==> src/rtl/tdm_demux_1to8_pkg.sv <==
// Shared types and constants for the 8-channel TDM receive demux.
package tdm_pkg;

  localparam int unsigned N_CH  = 8;
  localparam int unsigned SEL_W = 3;
  localparam int unsigned ERR_W = 8;

  typedef enum logic {
    HUNT = 1'b0,
    LOCK = 1'b1
  } state_t;

  typedef logic [SEL_W-1:0] sel_t;

  // Increment that sticks at all-ones instead of wrapping.
  function automatic logic [ERR_W-1:0] sat_inc(input logic [ERR_W-1:0] v);
    return (v == '1) ? v : v + 1'b1;
  endfunction

endpackage

==> src/rtl/tdm_demux_1to8_if.sv <==
// Serial TDM link: one sample per valid cycle, sync marks channel 0.
interface tdm_link_if #(
  parameter int unsigned WIDTH = 1
);

  logic [WIDTH-1:0] din;
  logic             din_valid;
  logic             sync;

  modport master (output din, din_valid, sync);
  modport slave  (input  din, din_valid, sync);

endinterface

==> src/rtl/tdm_demux_1to8_ctrl.sv <==
// Frame alignment control for the TDM demux: HUNT/LOCK FSM, channel
// pointer, misplaced-sync detection and the optional error counter.
// Optional feature: define TDM_DEMUX_ERRCNT_EN to keep a live err_cnt.
module tdm_demux_ctrl
  import tdm_pkg::*;
(
  input  logic             clk,
  input  logic             rst,
  input  logic             din_valid,
  input  logic             sync,
  output sel_t             ch_sel,
  output logic             locked,
  output logic             wr_en,
  output sel_t             wr_sel,
  output logic             commit,
  output logic             sync_err,
  output logic [ERR_W-1:0] err_cnt
);

  state_t state;
  logic   restart;
  logic   misplaced;

  assign locked = (state == LOCK);

  // Decode this cycle's shadow write, frame restart and frame commit.
  always_comb begin
    wr_en     = 1'b0;
    wr_sel    = ch_sel;
    commit    = 1'b0;
    restart   = 1'b0;
    misplaced = 1'b0;
    if (din_valid) begin
      if (state == HUNT) begin
        if (sync) begin
          wr_en   = 1'b1;
          wr_sel  = '0;
          restart = 1'b1;
        end
      end else begin
        wr_en = 1'b1;
        if (sync && ch_sel != '0) begin
          misplaced = 1'b1;
          restart   = 1'b1;
          wr_sel    = '0;
        end else begin
          commit = (ch_sel == sel_t'(N_CH - 1));
        end
      end
    end
  end

  // FSM state, channel pointer and the sync-error pulse.
  always_ff @(posedge clk) begin
    if (rst) begin
      state    <= HUNT;
      ch_sel   <= '0;
      sync_err <= 1'b0;
    end else begin
      sync_err <= misplaced;
      if (restart) begin
        state  <= LOCK;
        ch_sel <= sel_t'(1);
      end else if (wr_en) begin
        ch_sel <= ch_sel + 1'b1;
      end
    end
  end

`ifdef TDM_DEMUX_ERRCNT_EN
  // Saturating count of misplaced syncs.
  always_ff @(posedge clk) begin
    if (rst) begin
      err_cnt <= '0;
    end else if (misplaced) begin
      err_cnt <= sat_inc(err_cnt);
    end
  end
`else
  assign err_cnt = '0;
`endif

endmodule

==> src/rtl/tdm_demux_1to8.sv <==
// 1:8 TDM receive demux: steers serial samples into channel slots and
// presents complete frames on a double-buffered parallel output.
// Optional feature: define TDM_DEMUX_ERRCNT_EN to keep a live err_cnt.
module tdm_demux_1to8
  import tdm_pkg::*;
#(
  parameter int unsigned WIDTH = 1
)(
  input  logic                  clk,
  input  logic                  rst,
  tdm_link_if.slave             link,
  output logic [SEL_W-1:0]      ch_sel,
  output logic                  locked,
  output logic [N_CH*WIDTH-1:0] y,
  output logic                  frame_vld,
  output logic                  sync_err,
  output logic [ERR_W-1:0]      err_cnt
);

  logic             wr_en;
  sel_t             wr_sel;
  logic             commit;
  logic [WIDTH-1:0] shadow [N_CH];

  tdm_demux_ctrl u_ctrl (
    .clk       (clk),
    .rst       (rst),
    .din_valid (link.din_valid),
    .sync      (link.sync),
    .ch_sel    (ch_sel),
    .locked    (locked),
    .wr_en     (wr_en),
    .wr_sel    (wr_sel),
    .commit    (commit),
    .sync_err  (sync_err),
    .err_cnt   (err_cnt)
  );

  // Shadow bank collects the frame currently being received.
  always_ff @(posedge clk) begin
    if (rst) begin
      for (int unsigned i = 0; i < N_CH; i++) begin
        shadow[i] <= '0;
      end
    end else if (wr_en) begin
      shadow[wr_sel] <= link.din;
    end
  end

  // Output bank: last channel bypasses the shadow so y lands on the ch7 edge.
  always_ff @(posedge clk) begin
    if (rst) begin
      y         <= '0;
      frame_vld <= 1'b0;
    end else begin
      frame_vld <= commit;
      if (commit) begin
        for (int unsigned i = 0; i < N_CH - 1; i++) begin
          y[i*WIDTH +: WIDTH] <= shadow[i];
        end
        y[(N_CH-1)*WIDTH +: WIDTH] <= link.din;
      end
    end
  end

endmodule
==> src/flat_wrapper.sv <==
// flat-port wrapper written by rule: the top's interface ports become plain ports
module tdm_demux_1to8_flat import tdm_pkg::*;
#(
  parameter int unsigned WIDTH = 1
)
  (clk, rst, ch_sel, locked, y, frame_vld, sync_err, err_cnt, link_din, link_din_valid, link_sync);
  tdm_link_if #(.WIDTH(WIDTH)) link_i ();
  input  logic clk;
  input  logic rst;
  output logic [SEL_W-1:0] ch_sel;
  output logic locked;
  output logic [N_CH*WIDTH-1:0] y;
  output logic frame_vld;
  output logic sync_err;
  output logic [ERR_W-1:0] err_cnt;
  input wire logic [$bits(link_i.din)-1:0] link_din;
  input wire logic [$bits(link_i.din_valid)-1:0] link_din_valid;
  input wire logic [$bits(link_i.sync)-1:0] link_sync;
  assign link_i.din = link_din;
  assign link_i.din_valid = link_din_valid;
  assign link_i.sync = link_sync;
  tdm_demux_1to8 #(.WIDTH(WIDTH)) u_core (.clk(clk), .rst(rst), .link(link_i), .ch_sel(ch_sel), .locked(locked), .y(y), .frame_vld(frame_vld), .sync_err(sync_err), .err_cnt(err_cnt));
endmodule
==> config.mk <==
export PLATFORM = sky130hd
export DESIGN_NAME = tdm_demux_1to8_flat
export DESIGN_NICKNAME = d
export VERILOG_FILES = /design/src/rtl/tdm_demux_1to8_pkg.sv /design/src/rtl/tdm_demux_1to8_if.sv /design/src/rtl/tdm_demux_1to8_ctrl.sv /design/src/rtl/tdm_demux_1to8.sv /design/src/flat_wrapper.sv
export SDC_FILE = /design/constraint.sdc
export NUM_CORES = 1
export LEC_CHECK = 0
export ABC_AREA = 1
export CAP_MARGIN = 0
export CORE_UTILIZATION = 25
export CTS_CLUSTER_DIAMETER = 40
export DETAILED_ROUTE_END_ITERATION = 12
export HOLD_SLACK_MARGIN = 0.05
export PLACE_DENSITY_LB_ADDON = 0.12
export SLEW_MARGIN = 20
export SYNTH_ARGS = -nofsm -noshare
export SYNTH_HDL_FRONTEND = slang
export SYNTH_SLANG_ARGS = --single-unit
==> constraint.sdc <==
create_clock -name clk -period 1.7 [get_ports clk]
set_input_delay 0.17 -clock clk [delete_from_list [all_inputs] [get_ports clk]]
set_output_delay 0.17 -clock clk [all_outputs]
set_load 0.1 [all_outputs]
==> metrics.txt <==
H-tree levels 1; Total Power 1.097 mW; largest net degree at the start of global routing 17; RSZ-0062 raised after global routing false; Reg-to-Reg Start u_core.u_ctrl.ch_sel[0]$_SDFFE_PP0P_; gpl congestion 0.7854; Post-synth ARST share 0%; met3 wire length 82 um; crit path cell chain inv_1 > ha_1 > nand3_1 > nand2_4 > nand2_4 > nor2_4 > nand2_1 > nand2_1; CTS Buffer Depth 2; Synth Register Bits 21; first-pass GRT wire length 3146 um; fin crit period 1.542 ns; Syn. warnings 0; I/O pin count 27; Worst Path Max Fanout 5; chip height 66.26 um; Gate Count Post-Synth 120; slowest CP cell dfxtp_4; core area 3799 um2; Synth cell types 24; Comb pwr share 20.2%; Register-to-Register Setup Slack 0.16 ns; Critical Path Max Stage Delay 0.38 ns; die width 66.26 um; Worst EP arrival 1.52 ns; commonest non-fill, non-tap cells in the layout 26 x nor2_1, 18 x nand2_1, 13 x buf_4; switching portion of total power 32.35%; PwrDens 839.4 nW/um2; port buffer count 18; Reg power frac 49.4%; WS Path Type flop to flop; detailed-route wire length per cell 9.668 um; antenna violations before repair 0; Post-Syn Area per Cell 8.602 um2; Initial Util 27.17%; Finished Layout Cells 190; Primary FF master, synth dfxtp_1; Synth top area share 27.15%; RR Endpoint u_core.shadow[3]$_SDFFCE_PN0P_; DRT Wirelength 1837 um; # hold bufs at CTS 0; Num CTS Buffers 3; DP Worst Slack 0.1193 ns; max cap viols 0; layout cells sized above 1 28.17%; gr ovfl total 0; area leader, netlist dfxtp_1; die area 4390 um2; synth-to-layout area growth 26.67%; Lkg Pwr 0.5701 nW; Final setup viols 0; post-DP HPWL 1439 um; nets 151; setup bufs post-CTS 0; Hold Path Sink y[3]$_SDFFE_PP0P_; # DRC 0; Startpoint Class flop; Vias/cell 4.084; drt initial violations 8; post-cts resize count 0; Post-synth EDFFs 7; Vias 776; clock share of power 30.4%; sequential area share after synthesis 47.52%; Site Rows 22; NetSw 355.0 uW; placed cells 186; Top Metal Used met4; setup TNS 0 ns; maximum vdd drop 0.3879 mV; CTS root buffer clkbuf_8; DR WL met2 937 um; first drt pass iteration count 2; Fin. Hold Viols 0; largest cells by area after synthesis dfxtp_1 27%, edfxtp_1 20%, nor2_1 9.5%; clk sinks 21; Total GRT Usage 9.672%; Slew Limit Fails 0; hold wc startpoint y[3]$_SDFFE_PP0P_; vias in the first global route 734; most common cell after layout, fill and taps aside nor2_1; Skew-Pair Late Insertion Delay 0.26 ns; DRT met1 WL 798 um; CP required 1.68 ns; post-route clock period utilization 90.69%; crit end category flop; TritonCTS clock tree done; Worst Hold Class flop to flop; Routed Antenna Nets 0; fin worst setup slack 0.1583 ns; Clk pin slew, worst setup/hold paths 0.08 ns; hold depth 2; cell depth of the worst flop-to-flop path 8; Int Pwr 742.5 uW; synthesized cell area 1032 um2; status complete, no violations; FMAX 0.6486 GHz; worst-case clock skew 0.005696 ns; ant diodes 0
## cell families (layout without fill, tap and decap cells)
| group | after synthesis | in the layout | synth area share, % |
|---|---|---|---|
| flops | 21 | 21 | 47.52 |
| compound gates | 15 | 15 | 8.607 |
| buf+inv | 22 | 37 | 11.52 |
| other cells | 1 | 8 | 0.3633 |
| simple gates | 58 | 58 | 28.36 |
| fa+ha+maj | 3 | 3 | 3.637 |
## sequential cells by signal, summed over array words and instances (netlist names)
register and flops:
u_core.shadow 7, y 7, u_core.u_ctrl.sync_err 1, u_core.y 1
u_core.u_ctrl.ch_sel 3, u_core.u_ctrl.locked 1, u_core.frame_vld 1
## power by group through the flow
stage	clock network (mW)	logic [mW]	registers, mW
2_1_floorplan	0	0.154	0.589
3_3_place_gp	0	0.222	0.554
3_5_place_dp	0	0.223	0.554
4_1_cts	0.353	0.223	0.543
5_1_grt	0.363	0.234	0.545
6_report	0.334	0.222	0.542
## worst max-delay path by stage
stage                                                     from  cells past startpoint                             end
after floorplan           u_core.u_ctrl.ch_sel[0]$_SDFFE_PP0P_                      7  u_core.shadow[2]$_SDFFCE_PN0P_
after global placement                          link_din_valid                      7  u_core.shadow[2]$_SDFFCE_PN0P_
after detailed placement                        link_din_valid                      7  u_core.shadow[4]$_SDFFCE_PN0P_
after CTS                 u_core.u_ctrl.ch_sel[0]$_SDFFE_PP0P_                      8  u_core.shadow[3]$_SDFFCE_PN0P_
after global routing      u_core.u_ctrl.ch_sel[0]$_SDFFE_PP0P_                      8  u_core.shadow[1]$_SDFFCE_PN0P_
final                     u_core.u_ctrl.ch_sel[0]$_SDFFE_PP0P_                      8  u_core.shadow[3]$_SDFFCE_PN0P_
## routing by layer
metal	track usage, %	up-vias
li1	-	411
met1	10.32	351
met2	17.47	12
met3	3.966	2
met4	2.394	0
met5	0	-
## cell usage after synthesis (2+ instances only)
library cell  instances
nor3_2                2
nand2_4               4
nand2_1              18
a21oi_1               3
inv_2                 2
dfxtp_1              14
nor2_1               26
o21ai_1               2
ha_1                  3
o21ai_0               8
edfxtp_1              7
nand2_2               3
inv_1                10
buf_4                 8
## per-stage QoR
step                util [%]  hold slack (ns)  cell area, um2
floorplan                  -           0.2350            1069
global placement       33.20           0.4648            1261
detailed placement     33.20           0.4753            1261
finish                 34.42           0.4852            1308
global route           34.42           0.5115            1308
CTS                    34.42           0.4914            1308
## critical path, delay by kind of cell, from the launching register on
kind | cells | cell delay, ns
and+or+nand+nor | 6 | 0.58
DFF | 1 | 0.38
adders and majority gates | 1 | 0.19
buffers and inverters | 1 | 0.11
## layout make-up
class	instances	area, um2
clock buffer	3	41.29
sequential	21	500.5
fill	399	2491
tap	48	60.06
multi-input combinational	84	449.2
clock inverter	1	5.005
timing repair buffer	20	197.7
inverter	13	53.80
(Power assumes the default switching activity.)
